===== config.mk =====
export PLATFORM = sky130hd
export DESIGN_NAME = load_resp_unit
export DESIGN_NICKNAME = d
export VERILOG_FILES = /design/src/rtl/load_pkg.sv /design/src/rtl/load_extract.sv /design/src/rtl/load_resp_unit.sv
export SDC_FILE = /design/constraint.sdc
export NUM_CORES = 1
export LEC_CHECK = 0
export ABC_AREA = 1
export ABC_CLOCK_PERIOD_IN_PS = 1500
export BUFFER_PORTS_ARGS = -buffer_cell sky130_fd_sc_hd__buf_2
export CAP_MARGIN = 10
export CORE_MARGIN = 2
export CORE_UTILIZATION = 35
export CTS_BUF_LIST = sky130_fd_sc_hd__clkbuf_8
export CTS_CLUSTER_SIZE = 28
export DETAILED_ROUTE_END_ITERATION = 8
export MAX_ROUTING_LAYER = met4
export PLACE_DENSITY = 0.63
export SLEW_MARGIN = 20
export SYNTH_ARGS = -nofsm -noshare
export SYNTH_HDL_FRONTEND = slang
export SYNTH_SLANG_ARGS = --single-unit

===== constraint.sdc =====
create_clock -name clk -period 1.5 [get_ports clk]
set_input_delay 0.225 -clock clk [delete_from_list [all_inputs] [get_ports clk]]
set_output_delay 0.225 -clock clk [all_outputs]
set_load 0.005 [all_outputs]

===== src/rtl/load_pkg.sv =====
// Shared definitions for the memory-stage load path: load-type encodings,
// the load FSM state, the captured-request record and the lane helpers.
package load_pkg;

  localparam logic [2:0] LD_B  = 3'b000;
  localparam logic [2:0] LD_H  = 3'b001;
  localparam logic [2:0] LD_W  = 3'b010;
  localparam logic [2:0] LD_BU = 3'b100;
  localparam logic [2:0] LD_HU = 3'b101;

  typedef enum logic [1:0] {
    ST_IDLE = 2'd0,
    ST_REQ  = 2'd1,
    ST_DONE = 2'd2
  } ld_state_e;

  // Load captured when it leaves IDLE
  typedef struct packed {
    logic [31:0] addr;
    logic [2:0]  ltype;
    logic [4:0]  rd;
  } ld_req_t;

  // Natural alignment per type; the illegal encodings report as misaligned
  function automatic logic ld_aligned(input logic [2:0] t, input logic [1:0] a);
    logic ok;
    case (t)
      LD_B, LD_BU: ok = 1'b1;
      LD_H, LD_HU: ok = ~a[0];
      LD_W:        ok = (a == 2'b00);
      default:     ok = 1'b0;
    endcase
    return ok;
  endfunction

  // Select the byte/half lane from a word and sign- or zero-extend it
  function automatic logic [31:0] lane_extract(input logic [2:0]  t,
                                               input logic [1:0]  a,
                                               input logic [31:0] d);
    logic [31:0] sh;
    logic [7:0]  b;
    logic [15:0] h;
    logic [31:0] r;
    sh = d >> {a, 3'b000};
    b  = sh[7:0];
    h  = a[1] ? d[31:16] : d[15:0];
    case (t)
      LD_B:    r = {{24{b[7]}}, b};
      LD_BU:   r = {24'h0, b};
      LD_H:    r = {{16{h[15]}}, h};
      LD_HU:   r = {16'h0, h};
      LD_W:    r = d;
      default: r = 32'h0;
    endcase
    return r;
  endfunction

endpackage


===== src/rtl/load_extract.sv =====
// Combinational lane extraction: (type, addr[1:0], word) -> extended result.
// Kept as its own block so the store path can reuse it for lane checks.
module load_extract
  import load_pkg::*;
(
  input  logic [2:0]  i_type,
  input  logic [1:0]  i_addr_lo,
  input  logic [31:0] i_rdata,
  output logic [31:0] o_data
);

  // Pure function of the inputs
  always_comb begin
    o_data = lane_extract(i_type, i_addr_lo, i_rdata);
  end

endmodule


===== src/rtl/load_resp_unit.sv =====
// Memory-stage load engine: issues a word read with req/ack, extends the
// returned lane, stalls upstream while the load is outstanding and honours
// flush by killing the writeback. Optional bus timeout is built only when
// LOAD_RESP_TIMEOUT_EN is defined; otherwise bus_err is tied low.
module load_resp_unit
  import load_pkg::*;
#(
  parameter int TIMEOUT_CYCLES = 16,
  parameter int CNT_W          = 5
) (
  input  logic        clk,
  input  logic        rst,
  input  logic        ld_valid_l3,
  input  logic [2:0]  ld_type_l3,
  input  logic [31:0] alu_q_l3,
  input  logic [4:0]  rd_l3,
  input  logic        flush,
  output logic        mem_req,
  output logic [31:0] mem_addr,
  input  logic        mem_ack,
  input  logic [31:0] mem_rdata,
  output logic        block_out,
  output logic        wb_valid,
  output logic [4:0]  wb_rd,
  output logic [31:0] wb_data,
  output logic        misalign_exc,
  output logic        bus_err
);

  ld_state_e   r_state, w_next;
  ld_req_t     r_req;
  logic        r_kill;
  logic [4:0]  r_wb_rd;
  logic [31:0] r_wb_data;
  logic        r_misalign;
  logic        w_aligned;
  logic        w_take;
  logic        w_timeout;
  logic [31:0] w_ext;

  assign w_aligned = ld_aligned(ld_type_l3, alu_q_l3[1:0]);
  assign w_take    = (r_state == ST_IDLE) & ld_valid_l3 & w_aligned & ~flush;

  load_extract u_extract (
    .i_type    (r_req.ltype),
    .i_addr_lo (r_req.addr[1:0]),
    .i_rdata   (mem_rdata),
    .o_data    (w_ext)
  );

`ifdef LOAD_RESP_TIMEOUT_EN
  logic [CNT_W-1:0] r_cnt;
  logic             r_bus_err;

  // REQ-cycle counter, restarted on every accepted load
  always_ff @(posedge clk) begin
    if (rst)                     r_cnt <= '0;
    else if (w_take)             r_cnt <= '0;
    else if (r_state == ST_REQ)  r_cnt <= r_cnt + 1'b1;
  end

  assign w_timeout = (r_state == ST_REQ) & ~mem_ack &
                     (r_cnt == CNT_W'(TIMEOUT_CYCLES - 1));

  // One-cycle error pulse following the abandoned request
  always_ff @(posedge clk) begin
    if (rst) r_bus_err <= 1'b0;
    else     r_bus_err <= w_timeout;
  end

  assign bus_err = r_bus_err;
`else
  assign w_timeout = 1'b0;
  assign bus_err   = 1'b0;
`endif

  // State register
  always_ff @(posedge clk) begin
    if (rst) r_state <= ST_IDLE;
    else     r_state <= w_next;
  end

  // Next-state logic; REQ only leaves on ack (or timeout when built)
  always_comb begin
    w_next = r_state;
    case (r_state)
      ST_IDLE: if (w_take) w_next = ST_REQ;
      ST_REQ: begin
        if (mem_ack)        w_next = ST_DONE;
        else if (w_timeout) w_next = ST_IDLE;
      end
      ST_DONE: w_next = ST_IDLE;
      default: w_next = ST_IDLE;
    endcase
  end

  // State-decoded outputs; block drops in DONE so the pipe moves on writeback
  always_comb begin
    mem_req   = (r_state == ST_REQ);
    wb_valid  = (r_state == ST_DONE) & ~r_kill;
    block_out = w_take | (r_state == ST_REQ);
  end

  // Capture, kill tracking, result latch and misalign pulse
  always_ff @(posedge clk) begin
    if (rst) begin
      r_req      <= '0;
      r_kill     <= 1'b0;
      r_wb_rd    <= '0;
      r_wb_data  <= '0;
      r_misalign <= 1'b0;
    end else begin
      if (w_take) begin
        r_req.addr  <= alu_q_l3;
        r_req.ltype <= ld_type_l3;
        r_req.rd    <= rd_l3;
        r_kill      <= 1'b0;
      end else if ((r_state == ST_REQ) && flush) begin
        r_kill <= 1'b1;
      end
      if ((r_state == ST_REQ) && mem_ack) begin
        r_wb_data <= w_ext;
        r_wb_rd   <= r_req.rd;
      end
      r_misalign <= (r_state == ST_IDLE) & ld_valid_l3 & ~w_aligned & ~flush;
    end
  end

  assign mem_addr     = {r_req.addr[31:2], 2'b00};
  assign wb_rd        = r_wb_rd;
  assign wb_data      = r_wb_data;
  assign misalign_exc = r_misalign;

endmodule

# After elaboration in Yosys (flattened, before gate mapping)
# Index checks and enable logic that the tools add are counted.
# word_totals
input_bits	77
regBits	81
word_cells	48
output_inout_bits	74
# classes
muxes	6
shifts	1
n_reduce_logical	10
n_eq_ne	12
n_bitwise	11
# op_table
operator	count
32-bit case mux with 5 select lines	1
32-bit by 5-bit right shift with 8-bit output	1
16-bit two-way mux	1
3-bit equality test, second input constant	4
1-bit bitwise AND	6
3-bit by 1-bit equality test with 1-bit output, second input constant	2
3-bit by 2-bit equality test with 1-bit output, second input constant	2
3-bit logical NOT	2
2-bit OR reduction	3
2-bit logical NOT	2
2-bit two-way mux	2
1-bit NOT	4
2-bit case mux with 2 select lines	1
1-bit case mux with 3 select lines	1
2-bit by 1-bit equality test with 1-bit output, second input constant	1
2-bit equality test, second input constant	1
1-bit logical AND	2
2-bit by 1-bit inequality test with 1-bit output, second input constant	1
2-bit inequality test, second input constant	1
2-bit AND reduction	1
1-bit bitwise OR	1

# Logic depth before layout (Yosys ltp)
# Gate-level depths: netlist (run 1).
# logic_depth
depth_word	7
depth_mapped	11
ltp_nobuf	9

# Cells and area by module
# From an unflattened synthesis (run 1), not the netlist that was laid out.
# hier_totals
hier_cells	668
hier_area_um2	4476.8
# modules_own_cells
module	seq_area_each_um2	cells_each	area_each_um2	instances
load_resp_unit	1621.6	452	3549.7	1
load_extract	0.0	216	927.1	1

# Worst setup path before layout (run 1)
# No wires, ideal clock.
# synth_timing
path_type	reg-to-reg
from	register r_req[9] (netlist bit)
to	register r_wb_data[22] (netlist: wb_data[22])
arrival_time_ps	1122
path_buffers	2
path_stages_with_launch	10
synth_period_minus_slack_ps	1254
slack_ps	246
setup_time_ps	132
required_ps	1368
path_cell_list	dfxtp_1 -> buf_6 -> inv_4 -> nand2_1 -> and2_2 -> nand3_4 -> buf_6 -> nand3_1 -> nand2_1 -> a21oi_2
# synth_via
elab_chain_len	2
# synth_lines
item	line	rtl
start, declared	load_resp_unit.sv:31	ld_req_t r_req;
32-bit by 5-bit right shift with 8-bit output or 16-bit two-way mux (tied branches)	load_pkg.sv:44, load_pkg.sv:46	
32-bit case mux with 5 select lines *	load_pkg.sv:47	case (t)
end signal, assigned	load_resp_unit.sv:122	r_wb_data <= w_ext;
end, declared	load_resp_unit.sv:34	logic [31:0] r_wb_data;
# Every way passes the cells marked *; elsewhere a longest branch is shown, timed or not.
# A chain may end at the register's enable or synchronous reset.

# Final worst setup path (run 1)
# layout_timing
from	register r_state[0]
to	output port block_out
# layout_via
elab_chain_len	5
# layout_lines
item	line	rtl
start, declared	load_resp_unit.sv:30	ld_state_e r_state, w_next;
start signal, assigned	load_resp_unit.sv:80	else r_state <= w_next;
2-bit logical NOT	load_resp_unit.sv:42	assign w_take = (r_state == ST_IDLE) & ld_valid_l3 & w_aligned & ~flush;
1-bit bitwise AND (3 in a row)	load_resp_unit.sv:42	
1-bit bitwise OR *	load_resp_unit.sv:101	block_out = w_take | (r_state == ST_REQ);
end, declared	load_resp_unit.sv:22	output logic block_out,
# Marks and branches as above.

==> results of run 1 <==
[state kept, by name, indices dropped and copies added (netlist names)]
signal	cells
mem_addr	30
misalign_exc	1
r_kill	1
r_req	10
r_state	2
wb_data	32
wb_rd	5
[power breakdown]
| part | internal (mW) | switching, mW | leakage (nW) |
|---|---|---|---|
| Clock | 0.966 | 0.866 | 0.113 |
| Sequential | 2.23 | 0.0449 | 0.659 |
| Combinational | 0.339 | 0.418 | 1.53 |
| Total | 3.53 | 1.33 | 2.30 |
[kinds of logic after synthesis]
group | Yosys count | share of synthesized area
other | 1 | 0.000972
buffers and inverters | 82 | 0.131
DFF | 81 | 0.420
AOI/OAI and AO/OA | 89 | 0.124
and+or+nand+nor | 297 | 0.324
[critical path: stages, from the launching register on]
cell,delay [ns]
dfxtp_2,0.35
nor4_4,0.25
nand2_1,0.13
buf_6,0.14
nand2_2,0.04
buf_2,0.10
[Yosys cell counts, types with 2 or more instances]
library cell    n  area (um2)
nand2_1       150         563
nor2_1         96         360
dfxtp_1        81        1620
buf_4          38         285
o21ai_1        37         185
a21oi_1        33         165
nand3_1        27         135
buf_2          18        90.1
inv_1           9        33.8
o21ai_0         8        40.0
clkbuf_1        7        26.3
o211ai_1        7        52.6
nand3_2         6        60.1
or2_2           5        31.3
buf_6           4        45.0
inv_2           4        15.0
a21oi_2         3        26.3
nor3_1          3        15.0
nand2_2         2        12.5
or2_1           2        12.5
[stage by stage]
| stage | instances | setup slack [ns] | power, mW |
|---|---|---|---|
| finish | 809 | -0.0916 | 4.86 |
| global route | 809 | -0.177 | 5.12 |
| CTS | 805 | -0.143 | 4.91 |
| detailed placement | 786 | 0.0325 | 3.04 |
| global placement | 786 | 0.0887 | 3.02 |
| floorplan | 552 | 0.246 | 2.81 |
[timing repair]
item	CTS	global route
buffers inserted	3	1
pin swaps	2	2
gates resized for setup	6	11
gates cloned	0	4
setup endpoints to repair	1	64
[placed cells by master, fill, tap and decap left out, drive strengths merged]
cell type    n
bufinv       2
and2         1
clkbuf      11
dfxtp       81
nand2      152
nand3       34
o211ai       7
a21o         1
conb         3
or2          7
a21oi       36
o21ai       45
nor3         3
nand4        1
clkinvlp     1
nor4         1
buf        167
nor2        98
inv         18
[per-layer routing]
metal	global-route usage	up-vias
met5	-	-
met4	0.0568	0
met3	0.0454	14
met2	0.295	138
met1	0.224	1732
li1	-	1950
[area by class of cell]
cell class / instances / area, um2
flip-flops and latches: 81 / 1630
multi-input cells: 389 / 1760
well taps: 140 / 175
clock inverters: 7 / 105
fillers: 1148 / 5920
clock buffers: 9 / 124
repair buffers: 169 / 1020
inverters: 14 / 62.6
[how the worst min path moves through the flow]
| stage | from | depth (start not counted) | to | slack, ns |
|---|---|---|---|---|
| 3_3_place_gp | wb_data[4] | 2 | wb_data[4] | 0.45 |
| 6_report | alu_q_l3[22] | 3 | mem_addr[22] | 0.09 |
| 4_1_cts | alu_q_l3[26] | 3 | mem_addr[26] | 0.08 |
| 3_5_place_dp | wb_data[13] | 2 | wb_data[13] | 0.45 |
| 5_1_grt | alu_q_l3[11] | 3 | mem_addr[11] | 0.08 |
| 2_1_floorplan | flush | 3 | misalign_exc | 0.37 |
==> out/results.ini, run 1 <==
[clocking]
hold_buffers = 0
clk_latency_ns = 0.36
numCtsBuffers = 9
cts.clk_slew.worst_paths_ns = 0.09
cts_htree_levels = 3
cts-root-buf = clkbuf_8
clock_sinks = 81
cts_tree = done
clk_path_buf_depth = 2

[setup_path]
endpoint_kind = output port
worstSetupPathType = register to output port
reg2reg_from = r_state[0]
setup.worst_path.start = r_state[0]
rr_endpoint = wb_data[12]
r2r_cells = 6
cp-start-kind = register
worst-endpoint-arrival_ns = 1.37
worstPathRequired_ns = 1.27
cp-endpoint = block_out
cp_max_fo = 2
r2r_slack_ns = 0.10

[sta]
setup_violations = 1
finClkSkew_ns = 0.0104
period_share = 1.06
final_hold_viol_count = 0
finalSetupTns_ns = -0.0916
setup_ws_ns = -0.0916
clock.fmax_ghz = 0.628
period_needed_ns = 1.59
grt_setup_unrepaired = yes
timing.hold.ws_ns = 0.0907
drv_slew = 0

[detailed_routing]
drt_iter0_markers = 189
highest_layer = met4
wl_per_cell_um = 13.5
first_pass_iters = 4
finalWirelength_um = 10900
vias = 3834
met1_length_um = 4840
wl_met3_um = 732
wl_met2_um = 5210
ant_nets = 0
viasPerCell = 4.74
drc = 0

[layout]
areaGrowthSynthToFinish_pct = 26.2
final_layout_size_suffix_gt1_frac = 0.324
final_nets = 741
fin_util = 0.451
fin_area_um2 = 4870
n_antenna_cell = 0

[synth]
yosys_warnings = 0
synth-seq-area-share = 0.420
synthCells = 550
synth_async_sr_flop_share = 0
synthDistinctLibCells = 30
avgSynthCellArea_um2 = 7.02
ys_ff_latch = 81
syn-cell-area_um2 = 3860
synth_edf_count = 0
ys.flop_type = dfxtp_1

[worst_hold_path]
min_path_type = primary input to register

[global_routing]
grt_pass1_vias = 3544
grt_overflow = 0
grt_max_degree = 48
antenna_found_initial = 0
grt_use_total = 0.183
grt_pass1_wl_um = 16500

[job]
drv_cap = 0

[floorplan]
die_width_um = 109
row_count = 38
die_h_um = 109
dieArea_um2 = 11900
ios = 151
core_region_area_um2 = 10800
initial_core_util = 0.358

[pwr]
p_leak_nw = 2.30
p_per_area_nw_per_um2 = 998
peakVddDrop_uv = 468

[place]
place.port_buffers = 147
placed_cell_area_um2 = 4490
hpwlAfterDp_um = 7450
globalplace.congestion = 0.863

[outcome]
violations = setup timing
status = finished with violations

Note: power is estimated with default switching activity, not from simulation.
==> run 2, diff against run 1 <==
- ABC_AREA: 1 -> not set
- PLACE_DENSITY: 0.63 -> 0.64
==> out/results.ini, run 2 <==
[outcome]
status = finished with violations
violations = setup timing

[clocking]
cts.clk_slew.worst_paths_ns = 0.09  ; about the same
clock_sinks = 81  ; unchanged
cts_htree_levels = 3  ; unchanged
cts_tree = done
cts-root-buf = clkbuf_8
clk_latency_ns = 0.35  ; about the same
clk_path_buf_depth = 2  ; unchanged
numCtsBuffers = 9  ; unchanged
hold_buffers = 0  ; unchanged

[floorplan]
die_h_um = 105  ; -4.0%
initial_core_util = 0.361  ; +0.00371
row_count = 36  ; -5.3%
dieArea_um2 = 11000  ; -7.8%
core_region_area_um2 = 9820  ; -9.0%
ios = 151  ; unchanged
die_width_um = 105  ; -4.0%

[detailed_routing]
finalWirelength_um = 10100  ; -7.1%
drc = 0  ; unchanged
wl_per_cell_um = 14.6  ; +7.9%
drt_iter0_markers = 113  ; -40%
viasPerCell = 4.87  ; +2.8%
first_pass_iters = 4  ; unchanged
ant_nets = 0  ; unchanged
vias = 3391  ; -12%

[place]
dp_slack_ns = -0.107  ; -0.139 ns
hpwlAfterDp_um = 7050  ; -5.3%
globalplace.congestion = 0.823  ; -4.6%
placed_cell_area_um2 = 4360  ; -3.0%
place.port_buffers = 147  ; unchanged

[setup_path]
slowest_delay_ns = 0.51  ; +0.16 ns
worstSetupPathType = register to output port
cpMaxStageDelayCell = or4b_4
endpoint_kind = output port
reg2reg_from = r_state[0]
cp-endpoint = block_out
worstPathRequired_ns = 1.27  ; about the same
worst-path-buf-inv = 1  ; -1
crit_family = simple AND/OR/NAND/NOR gates
r2r_cells = 7  ; +1
worst-endpoint-arrival_ns = 1.59  ; +0.22 ns
path_depth = 4  ; -1
setup.worst_path.start = r_state[0]
path_cells = or4b_4, o21bai_4, nand2b_1, buf_2
r2r_slack_ns = -0.31  ; -0.41 ns
rr_endpoint = r_req[9]
cp-start-kind = register
cp_max_fo = 2  ; unchanged

[global_routing]
grt_max_degree = 32  ; -33%
grt_pass1_vias = 3289  ; -7.2%
grt_pass1_wl_um = 15800  ; -4.7%
grt_use_total = 0.183  ; +0.000670
grt_overflow = 0  ; unchanged
antenna_found_initial = 0  ; unchanged

[sta]
setup_ws_ns = -0.315  ; -0.223 ns
final_hold_viol_count = 0  ; unchanged
drv_slew = 0  ; unchanged
finClkSkew_ns = 0.0108  ; +0.000355 ns
setup_violations = 55  ; +54
period_needed_ns = 1.81  ; +0.223 ns
grt_setup_unrepaired = yes
clock.fmax_ghz = 0.551  ; -12%
period_share = 1.21  ; +0.149
timing.hold.ws_ns = 0.0971  ; +0.00631 ns

[synth]
ys.flop_type = dfxtp_1
avgSynthCellArea_um2 = 8.59  ; +22%
netlist.area_leader.share = 0.457  ; +0.0369
synthCells = 413  ; -25%
synth_edf_count = 0  ; unchanged
synthDistinctLibCells = 39  ; +30%
synth_async_sr_flop_share = 0  ; unchanged
synth-seq-area-share = 0.457  ; +0.0369
ys_ff_latch = 81  ; unchanged
synth_top_area_cell = dfxtp_1
yosys-top-cells-count = nand2_1, dfxtp_1, a21oi_1, buf_4, clkbuf_1
yosysMostFrequentCell = nand2_1
synth_area_leaders = dfxtp_1, nand2_1, a21oi_1
yosys_warnings = 0  ; unchanged
syn-cell-area_um2 = 3550  ; -8.1%

[layout]
final_common_cell = buf_2
largest_reg_flops = 32  ; unchanged
final_nets = 635  ; -14%
areaGrowthSynthToFinish_pct = 46.2
mostFrequentLayoutCells = buf_2, nand2_1, dfxtp_1
fin_area_um2 = 5180  ; +6.5%
n_antenna_cell = 0  ; unchanged
fill_cells = 950  ; -17%
final_layout_size_suffix_gt1_frac = 0.488  ; +0.164

[worst_hold_path]
min_path_type = primary input to register

[pwr]
p_per_area_nw_per_um2 = 882  ; -12%
peakVddDrop_uv = 547  ; +17%
p_leak_nw = 2.30  ; -0.11%

[job]
drv_cap = 0  ; unchanged

==> run 2: cell families (layout without fill, tap and decap cells) <==
| family | Yosys count | in the layout | synth area share |
|---|---|---|---|
| and+or+nand+nor | 151 | 151 | 0.186 |
| buffers and inverters | 65 | 213 | 0.122 |
| other | 1 | 3 | 0.00106 |
| AOI/OAI and AO/OA | 113 | 113 | 0.224 |
| DFF | 81 | 81 | 0.457 |
| muxes | 2 | 2 | 0.0102 |
==> run 2: layout make-up <==
type	count	area, um2	area share
multi-input combinational	269	1770	0.342
sequential	81	1630	0.314
timing repair buffer	197	1410	0.272
tap	133	166	0.0321
clock buffer	10	138	0.0265
clock inverter	6	66.3	0.0128
==> run 2: how the worst min path moves through the flow <==
stage / start / to / slack [ns] / cells after the start
3_3_place_gp: wb_data[7] / wb_data[7] / 0.43 / 1
6_report: alu_q_l3[27] / mem_addr[27] / 0.1 / 3
4_1_cts: alu_q_l3[25] / mem_addr[25] / 0.08 / 3
3_5_place_dp: wb_rd[4] / wb_rd[4] / 0.44 / 2
2_1_floorplan: alu_q_l3[1] / r_req[9] / 0.36 / 2
5_1_grt: alu_q_l3[30] / mem_addr[30] / 0.08 / 3
==> run 2: report_power, final <==
| group | total [mW] | internal [mW] | switching [mW] |
|---|---|---|---|
| Sequential | 2.23 | 2.20 | 0.0326 |
| Combinational | 0.694 | 0.368 | 0.325 |
| Clock | 1.65 | 0.818 | 0.827 |
==> run 2: what timing repair did <==
| item | in CTS | in global routing |
|---|---|---|
| setup buffers | 7 | 5 |
| cloned | 6 | 2 |
| setup endpoints to repair | 68 | 75 |
| pin swaps | 1 | 22 |
| resized for setup | 23 | 48 |
==> run 2: worst register-to-register path, delay by kind of cell, from the launching register on <==
family | cells | cell delay, ns
buffers and inverters | 3 | 0.38
AO/OA/AOI/OAI | 2 | 0.44
flip-flops | 1 | 0.34
AND/OR/NAND/NOR | 2 | 0.58
==> run 2: layer usage <==
layer  GRT usage  share of wire  vias to the layer above
li1            -              -                     1692
met1       0.221           0.44                     1546
met2       0.290           0.47                      136
met3      0.0593          0.071                       17
met4      0.0629          0.016                        0
met5           -              0                        -
==> run 2: stage by stage <==
step           cells  total power [mW]  TNS, ns  utilization
3_3_place_gp     662              2.78    -3.63        0.444
4_1_cts          691              4.53   -11.41        0.497
3_5_place_dp     662              2.79    -5.50        0.444
5_1_grt          696              4.77   -14.39        0.528
2_1_floorplan    415              2.58   -0.440            -
6_report         696              4.57   -10.96        0.528
==> run 3, diff against run 2 <==
- CORE_UTILIZATION: 35 -> 49
- PLACE_DENSITY: 0.64 -> 0.84
==> out/results.ini, run 3 (synthesis results as in run 2) <==
[outcome]
status = finished with violations
violations = setup timing

[worst_hold_path]
min_path_type = primary input to register

[clocking]
cts.clk_slew.worst_paths_ns = 0.08  ; about the same
numCtsBuffers = 9  ; unchanged
clock_sinks = 81  ; unchanged
hold_buffers = 0  ; unchanged
clk_path_buf_depth = 2  ; unchanged
cts_htree_levels = 3  ; unchanged
clk_latency_ns = 0.37  ; +0.02 ns
cts-root-buf = clkbuf_8
cts_tree = done

[pwr]
p_per_area_nw_per_um2 = 866  ; -1.8%
peakVddDrop_uv = 731  ; +34%
p_leak_nw = 2.58  ; +12%
power.share.clock = 0.366  ; +0.006
seqPwrFrac = 0.469  ; -0.019
total_power_mw = 4.78  ; +4.6%
p_int_mw = 3.51  ; +3.5%
p_comb_frac = 0.165  ; +0.013
swShare = 0.267  ; +0.00759
p_sw_mw = 1.28  ; +7.7%

[layout]
largest_reg_flops = 32  ; unchanged
final_layout_size_suffix_gt1_frac = 0.600  ; +0.112
mostFrequentLayoutCells = buf_2, dfxtp_1, nand2_1
final_nets = 636  ; +0.16%
n_antenna_cell = 0  ; unchanged
final_common_cell = buf_2
areaGrowthSynthToFinish_pct = 55.7
fin_util = 0.774  ; +0.246

[setup_path]
cpMaxStageDelayCell = or4b_4
worstSetupPathType = register to output port
cp-start-kind = register
cp_max_fo = 2  ; unchanged
slowest_delay_ns = 0.53  ; +0.02 ns
crit_family = simple AND/OR/NAND/NOR gates
worst-endpoint-arrival_ns = 1.67  ; +0.08 ns
endpoint_kind = output port
worst-path-buf-inv = 1  ; unchanged
worstPathRequired_ns = 1.27  ; about the same
path_cells = or4b_4, o21bai_4, nand2b_1, buf_2

[job]
drv_cap = 0  ; unchanged

[detailed_routing]
finalWirelength_um = 12600  ; +24%
drc = 0  ; unchanged
drt_iter0_markers = 240  ; +110%
ant_nets = 0  ; unchanged
first_pass_iters = 5  ; +1
viasPerCell = 5.71  ; +17%
wl_per_cell_um = 19.0  ; +31%
vias = 3777  ; +11%

[sta]
grt_setup_unrepaired = yes
final_hold_viol_count = 0  ; unchanged
setup_violations = 82  ; +49%
period_share = 1.26  ; +0.0507
drv_slew = 0  ; unchanged
timing.hold.ws_ns = 0.0872  ; -0.00984 ns
finClkSkew_ns = 0.00758  ; -0.00319 ns
setup_ws_ns = -0.391  ; -0.0760 ns
clock.fmax_ghz = 0.529  ; -4.0%
period_needed_ns = 1.89  ; +0.0760 ns

[global_routing]
grt_use_total = 0.252  ; +0.0682
grt_pass1_wl_um = 15000  ; -4.9%
antenna_found_initial = 0  ; unchanged
grt_pass1_vias = 3274  ; -0.46%
grt_max_degree = 28  ; -13%
grt_overflow = 0  ; unchanged

[floorplan]
row_count = 31  ; -14%
ios = 151  ; unchanged
die_width_um = 89.1  ; -15%
dieArea_um2 = 7940  ; -28%
die_h_um = 89.1  ; -15%
core_region_area_um2 = 7140  ; -27%
initial_core_util = 0.497  ; +0.136

[place]
globalplace.congestion = 0.839  ; +2.0%
place.port_buffers = 147  ; unchanged
hpwlAfterDp_um = 6580  ; -6.8%

[run 3: worst reg2reg max path, cell delays in order (launching register included)]
cell	delay, ns
dfxtp_2	0.34
or4b_4	0.54
buf_6	0.14
o21ba_4	0.26
buf_12	0.15
buf_16	0.16
nand2_4	0.06
a21oi_2	0.14
[run 3: through the flow]
| step | cell area, um2 | setup slack, ns | setup TNS [ns] | cells |
|---|---|---|---|---|
| 2_1_floorplan | 3590 | -0.0440 | -0.440 | 415 |
| 3_3_place_gp | 4300 | -0.0604 | -2.11 | 624 |
| 3_5_place_dp | 4300 | -0.0851 | -2.68 | 624 |
| 4_1_cts | 4830 | -0.310 | -10.55 | 654 |
| 5_1_grt | 5520 | -0.414 | -20.86 | 662 |
| 6_report | 5520 | -0.391 | -18.04 | 662 |
[run 3: path summary, 6_finish.rpt]
kind                                   start           end  slack (ns)  cells after the start
worst max-delay path              r_state[0]     block_out       -0.39                      4
worst min-delay path            alu_q_l3[24]  mem_addr[24]        0.09                      3
worst max register to register    r_state[0]  mem_addr[17]       -0.35                      7
worst min register to register      wb_rd[0]      wb_rd[0]        0.47                      2
[run 3: per-layer routing]
metal | up-vias | routed length [um] | part of all wire | track usage
li1 | 1696 | - | - | -
met1 | 1808 | 4770 | 0.38 | 0.306
met2 | 219 | 6370 | 0.51 | 0.401
met3 | 54 | 974 | 0.077 | 0.0572
met4 | 0 | 476 | 0.038 | 0.106
met5 | - | 0 | 0 | -
[run 3: power by group through the flow]
stage,logic [mW],registers [mW],clock network (mW)
floorplan,0.302,2.27,0
global placement,0.494,2.28,0
detailed placement,0.505,2.28,0
CTS,0.596,2.23,1.73
global route,0.835,2.24,1.83
finish,0.790,2.24,1.75
[run 3: final cells by class]
class / count / area, um2
multi-input combinational: 269 / 2120
tap: 99 / 124
clock buffer: 9 / 124
timing repair buffer: 198 / 1450
sequential: 81 / 1630
fill: 443 / 1610
clock inverter: 6 / 83.8
[run 3: what timing repair did]
item,4_1_cts,5_1_grt
gates resized for setup,19,154
setup buffers,9,8
endpoints found under the hold margin,0,0
endpoints found under the setup margin,58,76
cloned,6,5
pin swaps,2,74
